**config.mk**
```make
export PLATFORM = sky130hd
export DESIGN_NAME = alu_pipe_flat
export DESIGN_NICKNAME = d
export VERILOG_FILES = /design/src/rtl/alu_pipe_if.sv /design/src/rtl/alu_pipe.sv /design/src/flat_wrapper.sv
export SDC_FILE = /design/constraint.sdc
export NUM_CORES = 1
export LEC_CHECK = 0
export BUFFER_PORTS_ARGS = -buffer_cell sky130_fd_sc_hd__buf_2
export CORE_MARGIN = 2
export CORE_UTILIZATION = 45
export CTS_CLUSTER_SIZE = 30
export DETAILED_ROUTE_END_ITERATION = 8
export PLACE_DENSITY = 0.65
export SLEW_MARGIN = 20
export SYNTH_ARGS = -nofsm -noshare
export SYNTH_HDL_FRONTEND = slang
export SYNTH_SLANG_ARGS = --single-unit
```
**constraint.sdc**
```tcl
create_clock -name ck -period 3.95 [get_ports ck]
set_input_delay 0.79 -clock ck [delete_from_list [all_inputs] [get_ports ck]]
set_output_delay 0.79 -clock ck [all_outputs]
set_load 0.005 [all_outputs]
```
**src/rtl/alu_pipe_if.sv**
```systemverilog
// alu_pipe_if: operand/result handshake bundle for alu_pipe.
//   in_valid/in_ready : operand+opcode handshake (a, b, ctr)
//   out_valid/out_ready: result handshake (out, flags {N,Z,C,V}, err)
// master = producer of operands / consumer of results, slave = the ALU.
interface alu_pipe_if #(
  parameter int unsigned WIDTH = 8
);
  logic             in_valid;
  logic             in_ready;
  logic [WIDTH-1:0] a;
  logic [WIDTH-1:0] b;
  logic [3:0]       ctr;
  logic             out_valid;
  logic             out_ready;
  logic [WIDTH-1:0] out;
  logic [3:0]       flags;
  logic             err;

  modport master (
    output in_valid, a, b, ctr, out_ready,
    input  in_ready, out_valid, out, flags, err
  );

  modport slave (
    input  in_valid, a, b, ctr, out_ready,
    output in_ready, out_valid, out, flags, err
  );
endinterface

```
**src/rtl/alu_pipe.sv**
```systemverilog
// alu_pipe: two-stage WIDTH-bit ALU with valid/ready handshake.
//   ck, rst_n : clock (rising edge), asynchronous active-low reset
//   bus       : alu_pipe_if slave (operands in, result + {N,Z,C,V} + err out)
// S1 holds the captured operands and the shift-add multiplier state; S2 is
// the output register. A persistent carry (creg) feeds ADC/SBB and is
// updated whenever a result loads S2.
module alu_pipe #(
  parameter int unsigned WIDTH  = 8,
  parameter bit          MUL_EN = 1'b1
) (
  input  logic        ck,
  input  logic        rst_n,
  alu_pipe_if.slave   bus
);

  localparam int unsigned PW = 2 * WIDTH;
  localparam int unsigned CW = $clog2(WIDTH);
  localparam logic [CW-1:0] CNT_LAST = CW'(WIDTH - 1);

  localparam logic [3:0] OP_ADD  = 4'b0000;
  localparam logic [3:0] OP_SUB  = 4'b0001;
  localparam logic [3:0] OP_ADC  = 4'b0010;
  localparam logic [3:0] OP_SBB  = 4'b0011;
  localparam logic [3:0] OP_MULL = 4'b0100;
  localparam logic [3:0] OP_MULH = 4'b0101;
  localparam logic [3:0] OP_AND  = 4'b1000;
  localparam logic [3:0] OP_OR   = 4'b1001;
  localparam logic [3:0] OP_XOR  = 4'b1010;
  localparam logic [3:0] OP_NOT  = 4'b1011;
  localparam logic [3:0] OP_SHR  = 4'b1100;
  localparam logic [3:0] OP_SHL  = 4'b1101;
  localparam logic [3:0] OP_ROR  = 4'b1110;
  localparam logic [3:0] OP_ROL  = 4'b1111;

  // S1 state
  logic             s1_valid_q, s1_valid_d;
  logic [WIDTH-1:0] a_q, a_d;
  logic [WIDTH-1:0] b_q, b_d;
  logic [3:0]       ctr_q, ctr_d;
  logic [PW-1:0]    prod_q, prod_d;
  logic [CW-1:0]    cnt_q, cnt_d;
  logic             mul_done_q, mul_done_d;

  // S2 state and carry register
  logic             out_valid_q, out_valid_d;
  logic [WIDTH-1:0] out_q, out_d;
  logic [3:0]       flags_q, flags_d;
  logic             err_q, err_d;
  logic             creg_q, creg_d;

  // Execute results
  logic [WIDTH:0]   ext_c;
  logic [WIDTH-1:0] res_c;
  logic             c_c;
  logic             v_c;
  logic             ill_c;
  logic [3:0]       flags_c;

  logic             is_mul_c;
  logic             s1_done_c;
  logic             load_s2_c;
  logic             in_ready_c;
  logic             accept_c;
  logic [PW-1:0]    partial_c;

  // Handshake: S1 frees up in the same edge its result moves into S2
  assign is_mul_c   = MUL_EN && ((ctr_q == OP_MULL) || (ctr_q == OP_MULH));
  assign s1_done_c  = !is_mul_c || mul_done_q;
  assign load_s2_c  = s1_valid_q && s1_done_c && (!out_valid_q || bus.out_ready);
  assign in_ready_c = !s1_valid_q || load_s2_c;
  assign accept_c   = bus.in_valid && in_ready_c;

  // One partial product per cycle, selected by the multiplier bit at cnt_q
  assign partial_c  = b_q[cnt_q] ? (PW'(a_q) << cnt_q) : '0;

  // Result and flag generation from the S1 operands
  always_comb begin
    ext_c = '0;
    res_c = '0;
    c_c   = creg_q;
    v_c   = 1'b0;
    ill_c = 1'b0;
    case (ctr_q)
      OP_ADD: begin
        ext_c = {1'b0, a_q} + {1'b0, b_q};
        res_c = ext_c[WIDTH-1:0];
        c_c   = ext_c[WIDTH];
        v_c   = (a_q[WIDTH-1] == b_q[WIDTH-1]) && (ext_c[WIDTH-1] != a_q[WIDTH-1]);
      end
      OP_SUB: begin
        ext_c = {1'b0, a_q} - {1'b0, b_q};
        res_c = ext_c[WIDTH-1:0];
        c_c   = ext_c[WIDTH];
        v_c   = (a_q[WIDTH-1] != b_q[WIDTH-1]) && (ext_c[WIDTH-1] != a_q[WIDTH-1]);
      end
      OP_ADC: begin
        ext_c = {1'b0, a_q} + {1'b0, b_q} + (WIDTH+1)'(creg_q);
        res_c = ext_c[WIDTH-1:0];
        c_c   = ext_c[WIDTH];
        v_c   = (a_q[WIDTH-1] == b_q[WIDTH-1]) && (ext_c[WIDTH-1] != a_q[WIDTH-1]);
      end
      OP_SBB: begin
        ext_c = {1'b0, a_q} - {1'b0, b_q} - (WIDTH+1)'(creg_q);
        res_c = ext_c[WIDTH-1:0];
        c_c   = ext_c[WIDTH];
        v_c   = (a_q[WIDTH-1] != b_q[WIDTH-1]) && (ext_c[WIDTH-1] != a_q[WIDTH-1]);
      end
      OP_MULL: begin
        if (MUL_EN) begin
          res_c = prod_q[WIDTH-1:0];
          c_c   = |prod_q[PW-1:WIDTH];
        end else begin
          ill_c = 1'b1;
        end
      end
      OP_MULH: begin
        if (MUL_EN) begin
          res_c = prod_q[PW-1:WIDTH];
          c_c   = 1'b0;
        end else begin
          ill_c = 1'b1;
        end
      end
      OP_AND: res_c = a_q & b_q;
      OP_OR:  res_c = a_q | b_q;
      OP_XOR: res_c = a_q ^ b_q;
      OP_NOT: res_c = ~a_q;
      OP_SHR: begin
        res_c = {1'b0, a_q[WIDTH-1:1]};
        c_c   = a_q[0];
      end
      OP_SHL: begin
        res_c = {a_q[WIDTH-2:0], 1'b0};
        c_c   = a_q[WIDTH-1];
      end
      OP_ROR: begin
        res_c = {a_q[0], a_q[WIDTH-1:1]};
        c_c   = a_q[0];
      end
      OP_ROL: begin
        res_c = {a_q[WIDTH-2:0], a_q[WIDTH-1]};
        c_c   = a_q[WIDTH-1];
      end
      default: ill_c = 1'b1;
    endcase
    flags_c = {res_c[WIDTH-1], (res_c == '0), c_c, v_c};
  end

  // Next-state for S1, multiplier, S2 and creg
  always_comb begin
    s1_valid_d  = s1_valid_q;
    a_d         = a_q;
    b_d         = b_q;
    ctr_d       = ctr_q;
    prod_d      = prod_q;
    cnt_d       = cnt_q;
    mul_done_d  = mul_done_q;
    out_valid_d = out_valid_q;
    out_d       = out_q;
    flags_d     = flags_q;
    err_d       = err_q;
    creg_d      = creg_q;

    if (s1_valid_q && is_mul_c && !mul_done_q) begin
      prod_d = prod_q + partial_c;
      if (cnt_q == CNT_LAST) begin
        cnt_d      = '0;
        mul_done_d = 1'b1;
      end else begin
        cnt_d = cnt_q + CW'(1);
      end
    end

    if (load_s2_c) begin
      s1_valid_d = 1'b0;
    end

    // A new accept overrides the clear above (back-to-back issue)
    if (accept_c) begin
      s1_valid_d = 1'b1;
      a_d        = bus.a;
      b_d        = bus.b;
      ctr_d      = bus.ctr;
      prod_d     = '0;
      cnt_d      = '0;
      mul_done_d = 1'b0;
    end

    if (out_valid_q && bus.out_ready) begin
      out_valid_d = 1'b0;
    end

    if (load_s2_c) begin
      out_valid_d = 1'b1;
      out_d       = res_c;
      flags_d     = flags_c;
      err_d       = ill_c;
      creg_d      = c_c;
    end
  end

  // State registers
  always_ff @(posedge ck or negedge rst_n) begin
    if (!rst_n) begin
      s1_valid_q  <= 1'b0;
      a_q         <= '0;
      b_q         <= '0;
      ctr_q       <= '0;
      prod_q      <= '0;
      cnt_q       <= '0;
      mul_done_q  <= 1'b0;
      out_valid_q <= 1'b0;
      out_q       <= '0;
      flags_q     <= '0;
      err_q       <= 1'b0;
      creg_q      <= 1'b0;
    end else begin
      s1_valid_q  <= s1_valid_d;
      a_q         <= a_d;
      b_q         <= b_d;
      ctr_q       <= ctr_d;
      prod_q      <= prod_d;
      cnt_q       <= cnt_d;
      mul_done_q  <= mul_done_d;
      out_valid_q <= out_valid_d;
      out_q       <= out_d;
      flags_q     <= flags_d;
      err_q       <= err_d;
      creg_q      <= creg_d;
    end
  end

  assign bus.in_ready  = in_ready_c;
  assign bus.out_valid = out_valid_q;
  assign bus.out       = out_q;
  assign bus.flags     = flags_q;
  assign bus.err       = err_q;

endmodule

```
**src/flat_wrapper.sv**
```systemverilog
// flat-port wrapper written by rule: the top's interface ports become plain ports
module alu_pipe_flat 
#(
  parameter int unsigned WIDTH  = 8,
  parameter bit          MUL_EN = 1'b1
)
  (ck, rst_n, bus_in_valid, bus_a, bus_b, bus_ctr, bus_out_ready, bus_in_ready, bus_out_valid, bus_out, bus_flags, bus_err);
  alu_pipe_if #(.WIDTH(WIDTH)) bus_i ();
  input  logic ck;
  input  logic rst_n;
  input wire logic [$bits(bus_i.in_valid)-1:0] bus_in_valid;
  input wire logic [$bits(bus_i.a)-1:0] bus_a;
  input wire logic [$bits(bus_i.b)-1:0] bus_b;
  input wire logic [$bits(bus_i.ctr)-1:0] bus_ctr;
  input wire logic [$bits(bus_i.out_ready)-1:0] bus_out_ready;
  output wire logic [$bits(bus_i.in_ready)-1:0] bus_in_ready;
  output wire logic [$bits(bus_i.out_valid)-1:0] bus_out_valid;
  output wire logic [$bits(bus_i.out)-1:0] bus_out;
  output wire logic [$bits(bus_i.flags)-1:0] bus_flags;
  output wire logic [$bits(bus_i.err)-1:0] bus_err;
  assign bus_i.in_valid = bus_in_valid;
  assign bus_i.a = bus_a;
  assign bus_i.b = bus_b;
  assign bus_i.ctr = bus_ctr;
  assign bus_i.out_ready = bus_out_ready;
  assign bus_in_ready = bus_i.in_ready;
  assign bus_out_valid = bus_i.out_valid;
  assign bus_out = bus_i.out;
  assign bus_flags = bus_i.flags;
  assign bus_err = bus_i.err;
  alu_pipe #(.WIDTH(WIDTH), .MUL_EN(MUL_EN)) u_core (.ck(ck), .rst_n(rst_n), .bus(bus_i));
endmodule
```
==> impl_metrics.env <==
export IMPL_tightestPinTransition_ns=1.01
export IMPL_ys_seq_area_share_pct=26.5
export IMPL_grt_start_max_net_pins=41
export IMPL_wire_per_inst_microns=19.0
export IMPL_synth_top_area_share_pct=26.5
export IMPL_cts_made_buffers=5
export IMPL_critPathRequiredTime_ns=4.10
export IMPL_whs_path_depth=2
export IMPL_clkTransAtPathRegs_ns=0.07
export IMPL_clk_path_buf_depth=2
export IMPL_netlist_area_sq_um=5090
export IMPL_critPathCaptureType="flip-flop"
export IMPL_ys_seq_elements=54
export IMPL_die_x_microns=110
export IMPL_synth_fp_nets=667
export IMPL_maxSlewViolCount=0
export IMPL_rr_startpoint="u_core.b_q[1]"
export IMPL_grt_use_met3_pct=5.23
export IMPL_ant_nets=0
export IMPL_reg2reg_slack_ns=0.49
export IMPL_cts_tree="yes"
export IMPL_min_to="u_core.bus.out[2]"
export IMPL_dpl_hpwl_mm=11.1
export IMPL_chipHeight_microns=110
export IMPL_synthArstFlopShare_pct=100
export IMPL_rsz0062_at_grt="false"
export IMPL_grt_pass1_vias=4298
export IMPL_initial_core_util_pct=46.6
export IMPL_worstRegToRegCells=14
export IMPL_antenna_found_initial=0
export IMPL_fin_crit_sh_pct=87.6
export IMPL_finalNetCount=689
export IMPL_outcome="finished, final reports clean"
export IMPL_post_place_ws_ns=0.536
export IMPL_synth_main_ff_cell="dfrtp_1"
export IMPL_track_usage_pct=25.1
export IMPL_grtUsageMet1_pct=35.7
export IMPL_hp_start="u_core.bus.out[2]"
export IMPL_root_buffer="clkbuf_16"
export IMPL_setup_viol_count_final=0
export IMPL_grt_pass1_wl_mm=22.9
export IMPL_vias=4552
export IMPL_critical_path_class="reg2reg"
export IMPL_io_pins=39
export IMPL_crit_arrival_ns=3.61
export IMPL_synth_largest_area_cell="dfrtp_1"
export IMPL_fin_skew_ns=0.00818
export IMPL_synthDistinctLibCells=71
export IMPL_synth_edf_count=0
export IMPL_worst_slack_ns=0.488
export IMPL_rows=38
export IMPL_max_freq_ghz=0.289
export IMPL_r2r_end="u_core.prod_q[13]"
export IMPL_drc=0
export IMPL_register_area_sq_um=1350
export IMPL_wirelength_mm=14.4
export IMPL_finalCriticalPeriod_ns=3.46
export IMPL_hold_viol=0
export IMPL_worst_setup_path_start_kind="flip-flop"
export IMPL_busiest_layer="met2"
export IMPL_multi_input_area_sq_um=3450
export IMPL_routed_via_density=6.01
export IMPL_synthCells=595
export IMPL_clk_latency_ns=0.30
export IMPL_grt_overflow=0
export IMPL_met2_usage_pct=38.4
export IMPL_worstSetupStartpoint="u_core.b_q[1]"
export IMPL_htree_levels=2
export IMPL_cts_resized=0
export IMPL_synth_area_leaders="dfrtp_1, ha_1, mux2_2"
export IMPL_dr_pass1_iters=6
export IMPL_fillers=1043
export IMPL_drtIter0Drc=512
export IMPL_die_area_sq_um=12200
export IMPL_area_growth_pct=8.92
export IMPL_finalSetupTns_ns=0
export IMPL_cts_hold_buf=0
export IMPL_cts_sinks=54
export IMPL_place_gp_congestion=1.01
export IMPL_hp_class="reg2reg"
export IMPL_yosysWarningCount=0
export IMPL_antenna_cells=0
export IMPL_maxCapViolations=0
export IMPL_critPathMaxFanout=7
export IMPL_synth_avg_cell_area_sq_um=8.56
export IMPL_cts_setup_buffers=0
export IMPL_max_slew_margin_pct=32.6
export IMPL_drive_above_1_share_pct=16.0
export IMPL_io_buffer_count=38
export IMPL_core_area_sq_um=10900
## synth_stat cells, types with 3 or more instances
| cell | number |
|---|---|
| a211oi_1 | 5 |
| a21o_1 | 5 |
| a21oi_1 | 33 |
| a221o_1 | 3 |
| a221oi_1 | 7 |
| a22o_1 | 4 |
| a22oi_1 | 4 |
| a31o_2 | 3 |
| a31oi_1 | 5 |
| a32oi_1 | 3 |
| and2_1 | 3 |
| and3_1 | 5 |
| buf_1 | 3 |
| buf_2 | 7 |
| buf_4 | 5 |
| clkbuf_1 | 18 |
| dfrtp_1 | 54 |
| fa_1 | 3 |
| ha_1 | 45 |
| inv_1 | 35 |
| mux2_2 | 26 |
| mux2i_1 | 9 |
| mux4_2 | 3 |
| nand2_1 | 48 |
| nand2b_1 | 11 |
| nand3_1 | 29 |
| nand3b_1 | 5 |
| nand4_1 | 6 |
| nor2_1 | 46 |
| nor2b_1 | 11 |
| nor3_1 | 9 |
| nor3b_1 | 3 |
| nor4_1 | 4 |
| o211ai_1 | 7 |
| o21a_1 | 5 |
| o21ai_0 | 41 |
| o221ai_1 | 4 |
| or3_1 | 3 |
| xnor2_1 | 24 |
| xor2_1 | 14 |
## per-stage QoR
stage / hold slack (ns) / instance area, sq um / util [%] / instances
2_1_floorplan: 0.472 / 5090 / - / 595
3_3_place_gp: 0.459 / 5380 / 49.2 / 750
3_5_place_dp: 0.468 / 5380 / 49.2 / 750
4_1_cts: 0.484 / 5550 / 50.7 / 757
5_1_grt: 0.518 / 5550 / 50.7 / 757
6_report: 0.477 / 5550 / 50.7 / 757
## per-layer routing
metal / part of all wire, % / wire length [microns] / vias to the layer above
met4: 2.3 / 332 / 0
met3: 8.2 / 1180 / 29
met5: 0 / 0 / -
met1: 46 / 6580 / 2118
met2: 44 / 6280 / 213
li1: - / - / 2192
## worst max-delay path, stage by stage (launching register included)
cell and delay [ns]:
dfrtp_1 0.47, mux4_2 0.48, nand2b_1 0.16, and2_1 0.27
nor2_1 0.08, ha_1 0.32, o21a_1 0.20, o21ai_0 0.24
a21oi_1 0.07, o21a_1 0.14, o221a_2 0.28, a21o_1 0.18
a21oi_1 0.17, xor2_1 0.15, o21ai_0 0.08
## worst max-delay path by stage
stage / end
6_report: u_core.prod_q[13]
5_1_grt: u_core.prod_q[10]
4_1_cts: u_core.prod_q[13]
3_5_place_dp: u_core.prod_q[13]
3_3_place_gp: u_core.prod_q[13]
2_1_floorplan: u_core.prod_q[13]
## sequential cells by signal, summed over array words and instances (netlist names), 2 cells and up, named ones only
name,flops
u_core.ctr_q,4
u_core.prod_q,16
u_core.a_q,8
u_core.bus.out,8
u_core.b_q,8
u_core.bus.flags,2
u_core.cnt_q,3
## final cells by class
type,count,area share [%]
clock buffers,6,2.50
clock inverters,1,0.542
inverters,35,2.37
multi-input cells,472,62.1
flip-flops and latches,54,24.4
well taps,140,3.16
repair buffers,49,4.92
## cells in the final DEF (no fill, tap or decap), types with 24 or more instances in the layout
master   count
a21oi_1     33
buf_2       38
dfrtp_1     54
ha_1        45
inv_1       35
mux2_2      26
nand2_1     48
nand3_1     29
nor2_1      46
o21ai_0     41
xnor2_1     24
## cells by family after synthesis
logic type | count (synthesis) | synth area share, %
fa+ha+maj | 48 | 12.2
compound gates | 154 | 20.5
flops | 54 | 26.5
mux | 38 | 8.85
simple gates | 192 | 18.7
xor+xnor | 40 | 7.40
buf+inv | 69 | 5.78
Power is left out: the tool's default activity adds up to more than one toggle a clock period on the data nets, which glitch-free logic cannot reach.
